[src/rtl/router_pkg.sv]
// Shared types and constants for the router control block.
//   state_e        : controller FSM state encoding
//   AddrW          : width of the destination address field
//   AddrInvalid    : header address value that names no FIFO
//   TimeoutDefault : default read-idle cycles before a FIFO flush
//   addr_onehot    : one-hot FIFO select for an address (zero when invalid)
//   addr_mux       : picks the per-FIFO flag named by an address
package router_pkg;

  localparam int unsigned AddrW          = 2;
  localparam logic [AddrW-1:0] AddrInvalid = 2'd3;
  localparam int unsigned TimeoutDefault = 30;

  typedef enum logic [2:0] {
    StDecodeAddress,
    StLoadFirstData,
    StLoadData,
    StFifoFullState,
    StLoadAfterFull,
    StLoadParity,
    StCheckParityError,
    StWaitTillEmpty
  } state_e;

  function automatic logic [2:0] addr_onehot(input logic [AddrW-1:0] addr);
    logic [2:0] oh;
    oh = 3'b000;
    unique case (addr)
      2'd0:    oh = 3'b001;
      2'd1:    oh = 3'b010;
      2'd2:    oh = 3'b100;
      default: oh = 3'b000;
    endcase
    return oh;
  endfunction

  function automatic logic addr_mux(input logic [2:0] flags, input logic [AddrW-1:0] addr);
    logic sel;
    sel = 1'b0;
    unique case (addr)
      2'd0:    sel = flags[0];
      2'd1:    sel = flags[1];
      2'd2:    sel = flags[2];
      default: sel = 1'b0;
    endcase
    return sel;
  endfunction

endpackage

[src/rtl/router_sft_timer.sv]
// Per-FIFO read-idle timer. Counts cycles in which the FIFO holds data but the
// destination is not reading; after Timeout such cycles it emits a one-cycle
// soft_reset_o flush pulse and starts counting again from zero.
//   clock        : rising-edge clock
//   resetn       : synchronous active-low reset
//   empty_i      : FIFO empty flag (clears the count)
//   read_enb_i   : destination read strobe (clears the count)
//   soft_reset_o : registered single-cycle flush pulse
module router_sft_timer #(
  parameter int unsigned Timeout = 30
) (
  input  logic clock,
  input  logic resetn,
  input  logic empty_i,
  input  logic read_enb_i,
  output logic soft_reset_o
);

  localparam int unsigned CntW = (Timeout > 1) ? $clog2(Timeout) : 1;
  localparam logic [CntW-1:0] CntMax = CntW'(Timeout - 1);

  logic [CntW-1:0] cnt_q, cnt_d;
  logic            pulse_q, pulse_d;

  always_comb begin
    cnt_d   = cnt_q;
    pulse_d = 1'b0;
    if (read_enb_i || empty_i) begin
      cnt_d = '0;
    end else if (cnt_q == CntMax) begin
      // Last idle cycle of the window: flush next cycle and restart the window.
      cnt_d   = '0;
      pulse_d = 1'b1;
    end else begin
      cnt_d = cnt_q + 1'b1;
    end
  end

  always_ff @(posedge clock) begin
    if (!resetn) begin
      cnt_q   <= '0;
      pulse_q <= 1'b0;
    end else begin
      cnt_q   <= cnt_d;
      pulse_q <= pulse_d;
    end
  end

  assign soft_reset_o = pulse_q;

endmodule

[src/rtl/router_ctrl.sv]
// Router packet-flow controller. Decodes the header address, sequences the
// load of header/payload/parity bytes into one of three FIFOs, stalls on a
// full FIFO, and flushes FIFOs whose data is not read within TIMEOUT cycles.
//   clock, resetn                : clock and synchronous active-low reset
//   pkt_valid, data_in           : source byte strobe and header address bits
//   parity_done, low_pkt_valid   : status from the register block
//   full_n, empty_n, read_enb_n  : per-FIFO flags and destination read strobes
//   write_enb, fifo_full         : one-hot FIFO write select, full of target FIFO
//   vld_out_n, soft_reset_n      : FIFO has data, FIFO flush pulse
//   detect_add .. busy           : Moore state decodes
module router_ctrl
  import router_pkg::*;
#(
  parameter int unsigned TIMEOUT = TimeoutDefault
) (
  input  logic       clock,
  input  logic       resetn,
  input  logic       pkt_valid,
  input  logic [1:0] data_in,
  input  logic       parity_done,
  input  logic       low_pkt_valid,
  input  logic       full_0,
  input  logic       full_1,
  input  logic       full_2,
  input  logic       empty_0,
  input  logic       empty_1,
  input  logic       empty_2,
  input  logic       read_enb_0,
  input  logic       read_enb_1,
  input  logic       read_enb_2,
  output logic [2:0] write_enb,
  output logic       fifo_full,
  output logic       vld_out_0,
  output logic       vld_out_1,
  output logic       vld_out_2,
  output logic       soft_reset_0,
  output logic       soft_reset_1,
  output logic       soft_reset_2,
  output logic       detect_add,
  output logic       lfd_state,
  output logic       ld_state,
  output logic       laf_state,
  output logic       full_state,
  output logic       rst_int_reg,
  output logic       busy
);

  logic [2:0] full_v, empty_v, read_v, soft_v;

  assign full_v  = {full_2, full_1, full_0};
  assign empty_v = {empty_2, empty_1, empty_0};
  assign read_v  = {read_enb_2, read_enb_1, read_enb_0};

  assign vld_out_0 = !empty_0;
  assign vld_out_1 = !empty_1;
  assign vld_out_2 = !empty_2;

  assign soft_reset_0 = soft_v[0];
  assign soft_reset_1 = soft_v[1];
  assign soft_reset_2 = soft_v[2];

  router_sft_timer #(.Timeout(TIMEOUT)) u_timer_0 (
    .clock       (clock),
    .resetn      (resetn),
    .empty_i     (empty_0),
    .read_enb_i  (read_enb_0),
    .soft_reset_o(soft_v[0])
  );

  router_sft_timer #(.Timeout(TIMEOUT)) u_timer_1 (
    .clock       (clock),
    .resetn      (resetn),
    .empty_i     (empty_1),
    .read_enb_i  (read_enb_1),
    .soft_reset_o(soft_v[1])
  );

  router_sft_timer #(.Timeout(TIMEOUT)) u_timer_2 (
    .clock       (clock),
    .resetn      (resetn),
    .empty_i     (empty_2),
    .read_enb_i  (read_enb_2),
    .soft_reset_o(soft_v[2])
  );

  state_e           state_q, state_d;
  logic [AddrW-1:0] addr_q, addr_d;
  logic             addr_ok;
  logic             hdr_empty;

  assign addr_ok   = (data_in != AddrInvalid);
  // Header decisions use the incoming address; it is latched on the same edge.
  assign hdr_empty = addr_mux(empty_v, data_in);
  assign fifo_full = addr_mux(full_v, addr_q);

  always_comb begin
    state_d = state_q;
    addr_d  = addr_q;

    if (state_q == StDecodeAddress && pkt_valid && addr_ok) begin
      addr_d = data_in;
    end

    unique case (state_q)
      StDecodeAddress: begin
        if (pkt_valid && addr_ok) begin
          state_d = hdr_empty ? StLoadFirstData : StWaitTillEmpty;
        end
      end
      StWaitTillEmpty: begin
        if (addr_mux(empty_v, addr_q)) state_d = StLoadFirstData;
      end
      StLoadFirstData: state_d = StLoadData;
      StLoadData: begin
        if (fifo_full)      state_d = StFifoFullState;
        else if (!pkt_valid) state_d = StLoadParity;
      end
      StFifoFullState: begin
        if (!fifo_full) state_d = StLoadAfterFull;
      end
      StLoadAfterFull: begin
        if (parity_done)        state_d = StDecodeAddress;
        else if (low_pkt_valid) state_d = StLoadParity;
        else                    state_d = StLoadData;
      end
      StLoadParity:       state_d = StCheckParityError;
      StCheckParityError: state_d = fifo_full ? StFifoFullState : StDecodeAddress;
      default:            state_d = StDecodeAddress;
    endcase

    // A flush of the FIFO being loaded abandons the packet from any state.
    if (addr_mux(soft_v, addr_q)) state_d = StDecodeAddress;
  end

  always_ff @(posedge clock) begin
    if (!resetn) begin
      state_q <= StDecodeAddress;
      addr_q  <= '0;
    end else begin
      state_q <= state_d;
      addr_q  <= addr_d;
    end
  end

  always_comb begin
    detect_add  = (state_q == StDecodeAddress);
    lfd_state   = (state_q == StLoadFirstData);
    ld_state    = (state_q == StLoadData);
    laf_state   = (state_q == StLoadAfterFull);
    full_state  = (state_q == StFifoFullState);
    rst_int_reg = (state_q == StCheckParityError);
    busy        = !(detect_add || ld_state);
    write_enb   = 3'b000;
    if (lfd_state || ld_state || laf_state || state_q == StLoadParity) begin
      write_enb = addr_onehot(addr_q);
    end
  end

endmodule

[config.mk]
export PLATFORM = sky130hd
export DESIGN_NAME = router_ctrl
export DESIGN_NICKNAME = d
export VERILOG_FILES = /design/src/rtl/router_pkg.sv /design/src/rtl/router_sft_timer.sv /design/src/rtl/router_ctrl.sv
export SDC_FILE = /design/constraint.sdc
export NUM_CORES = 1
export LEC_CHECK = 0
export ABC_CLOCK_PERIOD_IN_PS = 1900
export CAP_MARGIN = 30
export CORE_ASPECT_RATIO = 0.8
export CORE_MARGIN = 10
export CORE_UTILIZATION = 40
export DETAILED_ROUTE_END_ITERATION = 16
export PLACE_DENSITY_LB_ADDON = 0.3
export SETUP_SLACK_MARGIN = 0.4
export SKIP_CTS_REPAIR_TIMING = 1
export SYNTH_ARGS = -nofsm -noshare
export SYNTH_HDL_FRONTEND = slang
export SYNTH_SLANG_ARGS = --single-unit
[constraint.sdc]
create_clock -name clock -period 1.9 [get_ports clock]
set_clock_uncertainty 0.15 [all_clocks]
set_input_delay 0.19 -clock clock [delete_from_list [all_inputs] [get_ports clock]]
set_output_delay 0.19 -clock clock [all_outputs]
set_load 0.01 [all_outputs]
# [Word level (Yosys, flattened, before mapping)]
# Cells that the tools add are included.
[totals] in_bits=16 ramBits=0 wordCells=76 mem_count=0 reg_bits=23 rom_bits=0 latchBits=0 out_inout_bits=17
[op_classes] n_reduce_logical=25 n_mux=20 bitwise_logic=1 eq_ne=19 n_div=0 n_lt_le_gt_ge=0 n_mul=0 shifts=0 addsub=3
[op_table] cell="$mux 3" count=9
[op_table] cell="$pmux 3 s8" count=1
[op_table] cell="$add 5x1->5 const B" count=3
[op_table] cell="$eq 5x5->1 const B" count=3
[op_table] cell="$eq 3x3->1 const B" count=4
[op_table] cell="$pmux 1 s3" count=4
[op_table] cell="$pmux 3 s3" count=1
[op_table] cell="$reduce_or 3->1" count=3
[op_table] cell="$reduce_or 2->1" count=4
[op_table] cell="$logic_or 1x1->1" count=7
[op_table] cell="$eq 3x2->1 const B" count=2
[op_table] cell="$ne 2x2->1 const B" count=3
[op_table] cell="$eq 2x1->1 const B" count=2
[op_table] cell="$eq 2x2->1 const B" count=2
[op_table] cell="$logic_not 1->1" count=4
[op_table] cell="$logic_not 2->1" count=2
[op_table] cell="$mux 1" count=4
[op_table] cell="$reduce_and 4->1" count=1
[op_table] cell="$eq 3x1->1 const B" count=1
[op_table] cell="$logic_and 1x1->1" count=3
[op_table] cell="$logic_not 3->1" count=1
[op_table] cell="$ne 3x3->1 const B" count=1
[op_table] cell="$mux 2" count=1
[op_table] cell="$ne 2x1->1 const B" count=1
[op_table] cell="$not 1->1" count=1

# [Longest topological paths before layout]
# Gate-level depths: netlist of the first run.
[logic_depth] ltp_word=5 ltp_mapped=5

# [Cells and area by module]
# A second synthesis of the first run with hierarchy kept.
[hier_totals] cells_unflattened=149 hier_area_um2=1273.7
[by_module_without_submodules] mod="router_sft_timer" instances=3 cells_per_inst=24 area_each_um2=231.5
[by_module_without_submodules] mod="router_ctrl" instances=1 cells_per_inst=77 area_each_um2=579.3

# [Least setup slack after synthesis of the first run]
# OpenSTA, ideal clock, no wires.
[synth_timing] path_type="flip-flop to flip-flop" startpoint="reg addr_q[1]" endpoint="reg state_q[2]" path_stages_with_launch=6 period_less_slack_ns=1.698 slack_ns=0.202 path_buffers=1 setup_time_ns=0.067 required_ns=1.683 arrival_ns=1.481 cell_sequence="dfxtp_1 > buf_6 > mux2_4 > a21o_4 > a2111o_1 > o21ai_2"
[synth_between] word_cells_on_any_way=14 classes_between="5 x eq/ne; 6 x mux; 3 x reduce/logical"
[synth_rtl] item="start: declaration" line="router_ctrl.sv:87" source="logic [AddrW-1:0] addr_q, addr_d;"
[synth_rtl] item="start signal: assignment" line="router_ctrl.sv:141" source="addr_q <= addr_d;"
[synth_rtl] item="$eq 2x2->1 (tied with other cells)" line="router_pkg.sv:40" source="unique case (addr)"
[synth_rtl] item="$pmux 1 s3 (*)" line="router_pkg.sv:40"
[synth_rtl] item="named net fifo_full" line="router_ctrl.sv:32" source="output logic fifo_full,"
[synth_rtl] item="$mux 3 (tied with other cells)" line="router_ctrl.sv:115" source="if (fifo_full) state_d = StFifoFullState;"
[synth_rtl] item="$pmux 3 s8 or $reduce_and 4->1 (tied branches)"
[synth_rtl] item="end signal: assignment" line="router_ctrl.sv:137" source="state_q <= StDecodeAddress;"
[synth_rtl] item="end signal: assignment" line="router_ctrl.sv:140" source="state_q <= state_d;"
[synth_rtl] item="end: declaration" line="router_ctrl.sv:86" source="state_e state_q, state_d;"
# The timed path passes the listed nets; every way through them passes the cells marked *. The select of a mux whose other input is x is not followed.
# A chain may end at the register's enable or synchronous reset.

# [Worst setup path after layout of the first run]
[layout_timing] startpoint="reg addr_q[1]" endpoint="reg state_q[0]"
[layout_between] elab_chain_len=5 word_cells_on_any_way=15 classes_between="5 x eq/ne; 7 x mux; 3 x reduce/logical"
[layout_lines] item="$eq 2x2->1 (tied with other cells)" line="router_pkg.sv:40"
[layout_lines] item="$pmux 1 s3" line="router_pkg.sv:40"
[layout_lines] item="$mux 1" line="router_ctrl.sv:104" source="unique case (state_q)"
[layout_lines] item="$ne 2x2->1 (no source line)"
[layout_lines] item="$reduce_and 4->1 (no source line)"
# Several ways; a longest one is shown, not always the timed one. The select of a mux whose other input is x is not followed.

==> impl_results.md, run 1 <==
- Run status: finished, final reports clean
- Detailed-route via count: 1214
- Gr usage total: 0.106
- EDFF count, synth: 0
- Critical Path AT: 1.67 ns
- DR vias/cell: a little over 5
- Height of the chip: ~70 um
- Top-count cell post-synth: dfxtp_1
- Largest cells by area after synthesis: dfxtp_1, ha_1, nor2_1
- Avg Cell Area, Syn: 8.91 um^2
- Worst-Margin Slew: just over 0.4 ns
- FF+latch count, synth: 23
- Clock sinks: 23
- CTS tree: done
- Final GP Congestion: 0.914
- I/O Buffers: 32
- Share of the synthesized area in the top cell type: 0.367
- Final min period: 1.68 ns
- CTS root buf: clkbuf_8
- Min-Delay Path Class: reg -> reg
- Worst-path fanout max: 5
- Unrepaired setup endpoints after global routing: yes
- Share of cells above drive strength 1: 0.354
- Starting Density: 0.413
- Post-layout util: 0.643
- Antenna violations before repair: 0
- Final setup viols: 0
- Unique masters post-synth: 40
- Dominant cell type by area after synthesis: dfxtp_1
- Post-route cell area: 0.00196 mm^2
- 1st-iter DRT viols: 83
- Gr ovfl total: 0
- Routed length per placed instance: 14.4 um
- Horiz. Die Dim: 82.7 um
- Rel. slew slack: 0.729
- ANT nets after route: 0
- CTS H-tree depth: 1
- Worst setup path class: reg -> reg
- Gate Count Post-Synth: roughly 140
- Fin crit share: 0.883
- Final Max Slew Viols: 0
- Post-Syn Area: 0.00126 mm^2
- Share of flip-flops with an asynchronous set or reset: 0
- Most frequent cells after synthesis: dfxtp_1, nor2_1, inv_1
- Final Hold Violating Endpoints: 0
- Number of global-route vias before repair: 1132
- Worst path required time: 1.90 ns
- Layout Nets: 221
- Leakage: between 0.8 and 0.9 nW
- Power Total: between 0.002 and 0.0025 W
- Critical Path Sink Type: register
- DRT Wirelength: 3.43 mm
- DP Wirelength: roughly 2.6 mm
- CTS buffer count: 3
- First-pass GRT wire length: 5.09 mm
- Clock Pin Slew Worst Setup and Hold Paths: 0.08 ns
- Sequential element share of the synthesized area: 0.367
- Max IR drop VDD: 0.576 mV
- Maximum number of pins on one net before global-route repair: 15
- Inserted Diodes: 0
- Max clock buf depth: 2
- Placed Area: 0.00172 mm^2
- F_max: 0.596 GHz
- Max_cap viols: 0
- Io pins: 33
- Worst skew pair latency: 0.26 ns
- Yosys Warn Count: 0
- PwrDens: 1100 mW/mm^2
- Die area: 0.00580 mm^2
- Setup crit start kind: register
- DR DRC count: 0
- First drt pass iteration count: 4
- Mapped Nets: approximately 160
- Area grow syn2layout: 55.7%
- Main synth FF type: dfxtp_1
- Core area: about 0.003 mm^2
- Site Rows: 18
-- registers in the layout, summed over array words and instances, names as in the netlist --
name and cells:
u_timer_0.cnt_q 5, u_timer_1.cnt_q 5, u_timer_2.cnt_q 5, state_q 3
addr_q 2, u_timer_0.soft_reset_o 1, u_timer_1.soft_reset_o 1, u_timer_2.soft_reset_o 1
-- path summary, 6_finish.rpt --
| path | startpoint | to | slack [ns] | depth (start not counted) |
|---|---|---|---|---|
| worst max-delay path | addr_q[1] | state_q[0] | 0.22 | 5 |
| worst min-delay path | u_timer_2.cnt_q[0] | u_timer_2.cnt_q[0] | 0.32 | 1 |
| worst max register to register | addr_q[1] | state_q[0] | 0.22 | 5 |
| worst min register to register | u_timer_2.cnt_q[0] | u_timer_2.cnt_q[0] | 0.32 | 1 |
-- kinds of logic (layout without fill, tap and decap cells) --
family                     Yosys count  count (layout)  share of synthesized area
xor gates and xnor gates             9               9                     0.0628
AOI/OAI and AO/OA                   23              23                      0.146
muxes                                4               4                     0.0359
buffers and inverters               14              71                     0.0617
and+or+nand+nor                     62              62                      0.267
adders and majority gates            6               6                     0.0598
DFF                                 23              23                      0.367
-- power breakdown --
part | internal (W) | switching [W]
logic | 0.000678 | 0.000590
clock network | 0.000148 | 0.000162
registers | 0.000532 | 0.0000488
-- cells in the final DEF (no fill, tap or decap), types with 3 or more instances in the layout --
cell type,synthesis,routed
buf_4,0,20
dfxtp_1,23,19
nor2_1,19,17
clkdlybuf4s50_1,0,15
inv_1,10,7
nand3_1,7,7
buf_2,0,7
xor2_1,6,6
ha_1,6,6
dlymetal6s2s_1,0,6
nand2_1,7,5
buf_6,2,5
nor2b_1,4,4
clkinvlp_4,0,3
nor3_1,5,3
nand4_1,3,3
xnor2_1,3,3
nand3b_1,3,3
o211a_1,3,3
a211oi_1,4,3
clkbuf_8,1,3
-- cell type report --
type | count | area [um^2]
flip-flops and latches | 23 | 470
clock inverters | 1 | 7.51
multi-input cells | 104 | 822
clock buffers | 3 | 41.3
inverters | 10 | 47.5
repair buffers | 57 | 517
fillers | 238 | 1080
well taps | 40 | 50.0
-- routing by layer --
layer	track usage	vias up	routed length, um
met4	0.0167	0	6
met5	0	-	0
met3	0.0320	2	169
met1	0.125	582	1510
li1	-	610	-
met2	0.184	20	1750
-- critical path, stage by stage (launching register included) --
cell,delay (ns)
dfxtp_4,0.38
mux2_4,0.31
a21o_4,0.22
buf_4,0.15
a2111oi_4,0.27
nor3_1,0.08
-- through the flow --
stage,cells,hold WS (ns),setup TNS (ns),worst slack (ns)
6_report,238,0.324,0,0.223
5_1_grt,238,0.376,0,0.155
4_1_cts,226,0.332,-1.31,-0.281
3_5_place_dp,222,0.313,-0.179,-0.0975
3_3_place_gp,222,0.299,-0.209,-0.115
2_1_floorplan,141,0.179,0,0.258
Note: power is estimated with default switching activity, not from simulation.
==> inputs of run 2 (changes only) <==
--- a/config.mk
+++ b/config.mk
@@ -12,6 +12,7 @@
 export CORE_UTILIZATION = 40
 export DETAILED_ROUTE_END_ITERATION = 16
 export PLACE_DENSITY_LB_ADDON = 0.3
+export REMOVE_ABC_BUFFERS = 1
 export SETUP_SLACK_MARGIN = 0.4
 export SKIP_CTS_REPAIR_TIMING = 1
 export SYNTH_ARGS = -nofsm -noshare
==> impl_results.md, run 2 (synthesis gave the netlist of run 1 again) <==
- Routed met2 length: roughly 1.8 mm
- Critical Path AT: 1.75 ns
- Fillers: 264
- DR vias/cell: 5.16
- DR DRC count: 0
- Final Max Slew Viols: 0
- Inserted Diodes: 0
- Worst-Margin Slew: between 0.3 and 0.4 ns
- Seq pwr share: 0.297
- Horiz. Die Dim: about 83 um
- Critical Path Sink Type: register
- Routed length per placed instance: 14.9 um
- Commonest non-fill, non-tap cell in the layout: dfxtp_1
- Max IR drop VDD: between 0.5 and 0.6 mV
- Final setup viols: 0
- Gr ovfl total: 0
- Starting Density: 0.413
- Final GP Congestion: 0.905
- Setup TNS Final: 0 ns
- Most frequent cells in the layout: dfxtp_1, nor2_1, clkdlybuf4s50_1, buf_4
- Clock Pin Slew Worst Setup and Hold Paths: 0.08 ns
- CTS root buf: clkbuf_8
- Final Hold Violating Endpoints: 0
- Height of the chip: 70.1 um
- Die area: between 0.005 and 0.006 mm^2
- Finished Layout Cells: 229
- CTS buffer count: 3
- Final min period: 1.72 ns
- Maximum number of pins on one net before global-route repair: 15
- Rel. slew slack: 0.781
- Antenna violations before repair: 0
- Biggest regs: u_timer_0.cnt_q x5, u_timer_1.cnt_q x5, u_timer_2.cnt_q x5
- First drt pass iteration count: 4
- F_max: ~0.58 GHz
- Worst setup path class: reg -> reg
- Core area: 0.00304 mm^2
- Min-Delay Path Class: in -> reg
- Area grow syn2layout: 48.4%
- Layout Nets: 212
- Max_cap viols: 0
- Number of global-route vias before repair: 1125
- First-pass GRT wire length: 5.18 mm
- Comb power frac: 0.548
- PwrDens: between 1000 and 1500 mW/mm^2
- Detailed-route via count: 1182
- Setup crit start kind: register
- Wire length on met3: 181 um
- Clock sinks: 23
- Io pins: 33
- 1st-iter DRT viols: 82
- Worst path required time: 1.93 ns
- Post-placement cell count: roughly 220
- Unrepaired setup endpoints after global routing: yes
- Share of cells above drive strength 1: 0.323
- DRT Wirelength: 3.41 mm
- Net Sw Frac: 0.376
- Worst skew pair latency: 0.26 ns
- Net Switching: 0.000749 W
- DP Wirelength: 2.63 mm
- CTS H-tree depth: 1
- Gr usage total: 0.108
- Max clock buf depth: 2
- Fin crit share: 0.905
- ANT nets after route: 0
- Site Rows: 18
- Leakage: 0.830 nW
- Clock power share: 0.155
- Run status: finished, final reports clean
- M1 WL: roughly 1.4 mm
- Internal Power: 0.00125 W
- I/O Buffers: 32
- Top sig layer: met4
- CTS tree: done
- Worst-path fanout max: 5
[run 2: power groups by stage]
stage	Sequential (W)	Clock (W)	Combinational [W]
3_5_place_dp	0.000571	0	0.000874
3_3_place_gp	0.000570	0	0.000858
4_1_cts	0.000560	0.000320	0.000877
2_1_floorplan	0.000595	0	0.000408
5_1_grt	0.000598	0.000351	0.00118
6_report	0.000592	0.000310	0.00109
[run 2: cell type report]
type,instances,area (um^2),share of cell area
Timing Repair Buffer,48,442,0.237
Inverter,10,45.0,0.0242
Multi-Input combinational cell,104,807,0.433
Clock inverter,1,7.51,0.00403
Sequential cell,23,472,0.253
Clock buffer,3,41.3,0.0221
Tap cell,40,50.0,0.0268
[run 2: final timing paths]
kind / from / to / slack, ns / depth (start not counted)
setup / recovery: state_q[1] / state_q[1] / 0.18 / 4
setup reg to reg: state_q[1] / state_q[1] / 0.18 / 4
hold / removal: empty_2 / u_timer_2.soft_reset_o / 0.20 / 3
hold reg to reg: u_timer_0.cnt_q[0] / u_timer_0.cnt_q[0] / 0.33 / 1
[run 2: routing by layer]
metal  vias to the layer above  global-route usage
li1                        592                   -
met1                       556               0.120
met2                        30               0.188
met3                         4              0.0384
met4                         0              0.0278
met5                         -                   0
[run 2: worst max-delay path, cell delays in order, from the launching register on]
cell and delay [ns]:
dfxtp_4 0.38, or4bb_4 0.54, a211oi_2 0.27, a211oi_1 0.10, o22ai_1 0.19
[run 2: metrics by stage]
stage | hold slack (ns) | area [um^2] | util | power, W | setup slack, ns
finish | 0.204 | 1860 | 0.613 | 0.00199 | 0.180
CTS | 0.335 | 1730 | 0.570 | 0.00176 | -0.294
floorplan | 0.187 | 1220 | - | 0.00100 | 0.136
global placement | 0.297 | 1680 | 0.554 | 0.00143 | -0.0590
global route | 0.231 | 1860 | 0.613 | 0.00212 | 0.108
detailed placement | 0.313 | 1680 | 0.554 | 0.00145 | -0.117
==> inputs of run 3 (changes only) <==
--- a/config.mk
+++ b/config.mk
@@ -5,12 +5,14 @@
 export SDC_FILE = /design/constraint.sdc
 export NUM_CORES = 1
 export LEC_CHECK = 0
+export ABC_AREA = 1
 export ABC_CLOCK_PERIOD_IN_PS = 1900
 export CAP_MARGIN = 30
 export CORE_ASPECT_RATIO = 0.8
 export CORE_MARGIN = 10
 export CORE_UTILIZATION = 40
 export DETAILED_ROUTE_END_ITERATION = 16
+export HOLD_SLACK_MARGIN = 0.05
 export PLACE_DENSITY_LB_ADDON = 0.3
 export REMOVE_ABC_BUFFERS = 1
 export SETUP_SLACK_MARGIN = 0.4
==> impl_results.md, run 3 <==
- Avg Cell Area, Syn: 6.99 um^2
- Worst setup path class: reg -> out
- Worst stage delay on the critical path: 0.37 ns
- 1st-iter DRT viols: 46
- CTS H-tree depth: 1
- Share of the synthesized area in the top cell type: 0.366
- DR DRC count: 0
- Main synth FF type: dfxtp_1
- Gr ovfl total: 0
- WHS Path Cells: 2
- Layout Nets: 243
- Die area: 0.00580 mm^2
- Site Rows: 18
- ANT nets after route: 0
- Min-delay src: empty_1
- Antenna violations before repair: 0
- Post-Syn Area: 0.00126 mm^2
- Io pins: 33
- Delay-heaviest family, CP: simple AND/OR/NAND/NOR gates
- Clock sinks: 23
- Final min period: 1.59 ns
- Unrepaired setup endpoints after global routing: yes
- Worst-Margin Slew: 0.348 ns
- Commonest non-fill, non-tap cell in the layout: nand2_1
- Worst-path cell chain: nor2_2, nand2_1, nand3_2, nand3_1, inv_1, dlymetal6s2s_1
- CTS tree: done
- Max_cap viols: 0
- Final setup viols: 0
- Worst path required time: 1.56 ns
- Most frequent cells in the layout: nand2_1, nor2_1, inv_1, dfxtp_1, nand3_1
- Clock Pin Slew Worst Setup and Hold Paths: 0.08 ns
- Crit path launch: state_q[2]
- Starting Density: 0.411
- CTS root buf: clkbuf_8
- Reg2reg start: state_q[2]
- Core area: 0.00306 mm^2
- Setup crit start kind: register
- Max IR drop VDD: 0.501 mV
- Worst path bufs/invs: 2
- Final Max Slew Viols: 0
- FF+latch count, synth: 23
- CTS buffer count: 3
- Rel. slew slack: 0.768
- Maximum number of pins on one net before global-route repair: 15
- Fin crit share: 0.837
- Most frequent cells after synthesis: nand2_1, nor2_1, dfxtp_1
- Area grow syn2layout: 40.2%
- Worst skew pair latency: 0.26 ns
- Horiz. Die Dim: 82.7 um
- Setup slack, reg-to-reg: 0.42 ns
- DRT Wirelength: 3.06 mm
- Hold path endpoint: u_timer_1.soft_reset_o
- Share of cells above drive strength 1: 0.227
- Run status: finished, final reports clean
- Share of flip-flops with an asynchronous set or reset: 0
- Detailed-route via count: between 1000 and 1500
- Gate Count Post-Synth: 180
- Critical Path Sink Type: output port
- Sequential element share of the synthesized area: 0.366
- Number of global-route vias before repair: approximately 1100
- Biggest regs: u_timer_0.cnt_q x5, u_timer_1.cnt_q x5, u_timer_2.cnt_q x5
- Reg2Reg Depth: 7
- Height of the chip: between 70 and 80 um
- Hold slack: 0.0748 ns
- Critical Path AT: ~1.3 ns
- PwrDens: 994 mW/mm^2
- Worst-path fanout max: 5
- Min-Delay Path Class: in -> reg
- Largest cells by area after synthesis: dfxtp_1, nand2_1, nor2_1
- Top-count cell post-synth: nand2_1
- Gr usage total: 0.0981
- Worst R2R End: addr_q[0]
- DP Wirelength: between 2 and 2.5 mm
- Critical-path top delay cell: dfxtp_4
- Final GP Congestion: 0.813
- I/O Buffers: 32
- Yosys Warn Count: 0
- DR vias/cell: 4.79
- F_max: 0.629 GHz
- Max clock buf depth: 2
- Dominant cell type by area after synthesis: dfxtp_1
- Unique masters post-synth: 25
- Final Hold Violating Endpoints: 0
- EDFF count, synth: 0
- First drt pass iteration count: 4
- Inserted Diodes: 0
- First-pass GRT wire length: 4.69 mm
- Power Total: 0.00175 W
- Routed length per placed instance: 11.8 um
- Leakage: 0.941 nW
-- run 3: cells by family (layout without fill, tap and decap cells) --
logic type | after synthesis | count (layout) | synth area share
AO/OA/AOI/OAI | 11 | 11 | 0.0478
XOR/XNOR | 7 | 7 | 0.0488
adder cells (fa/ha/maj) | 6 | 6 | 0.0597
buffers and inverters | 32 | 72 | 0.0955
flip-flops | 23 | 23 | 0.366
AND/OR/NAND/NOR | 101 | 101 | 0.382
-- run 3: report_power, final --
part	total, W	internal (W)	leakage, nW	switching, W
sequential	0.000625	0.000544	0.190	0.0000810
clock	0.000305	0.000148	0.0217	0.000157
combinational	0.000823	0.000360	0.730	0.000464
-- run 3: stage by stage --
step | utilization | setup TNS [ns] | instance area (um^2) | setup WS [ns] | cells
finish | 0.576 | 0 | 1760 | 0.311 | 260
global route | 0.576 | 0 | 1760 | 0.225 | 260
CTS | 0.555 | -0.735 | 1700 | -0.151 | 259
detailed placement | 0.539 | 0 | 1650 | 0.0901 | 255
global placement | 0.539 | 0 | 1650 | 0.126 | 255
floorplan | - | 0 | 1260 | 0.574 | 180
-- run 3: final cells by class --
class	instances	area, um^2
Timing Repair Buffer	36	347
Sequential cell	23	477
Clock buffer	3	41.3
Multi-Input combinational cell	125	721
Inverter	32	120
Tap cell	40	50.0
Clock inverter	1	7.51
Fill cell	313	1300
-- run 3: worst max-delay path by stage --
| stage | endpoint | cells after the start |
|---|---|---|
| 2_1_floorplan | state_q[2] | 9 |
| 3_3_place_gp | fifo_full | 4 |
| 3_5_place_dp | fifo_full | 4 |
| 4_1_cts | write_enb[1] | 6 |
| 5_1_grt | write_enb[1] | 6 |
| 6_report | write_enb[1] | 6 |
-- run 3: layer usage --
| layer | vias up | track usage | part of all wire |
|---|---|---|---|
| met5 | - | 0 | 0 |
| met3 | 3 | 0.0345 | 0.080 |
| met1 | 561 | 0.119 | 0.44 |
| met2 | 36 | 0.162 | 0.47 |
| met4 | 0 | 0.0167 | 0.0049 |
| li1 | 646 | - | - |
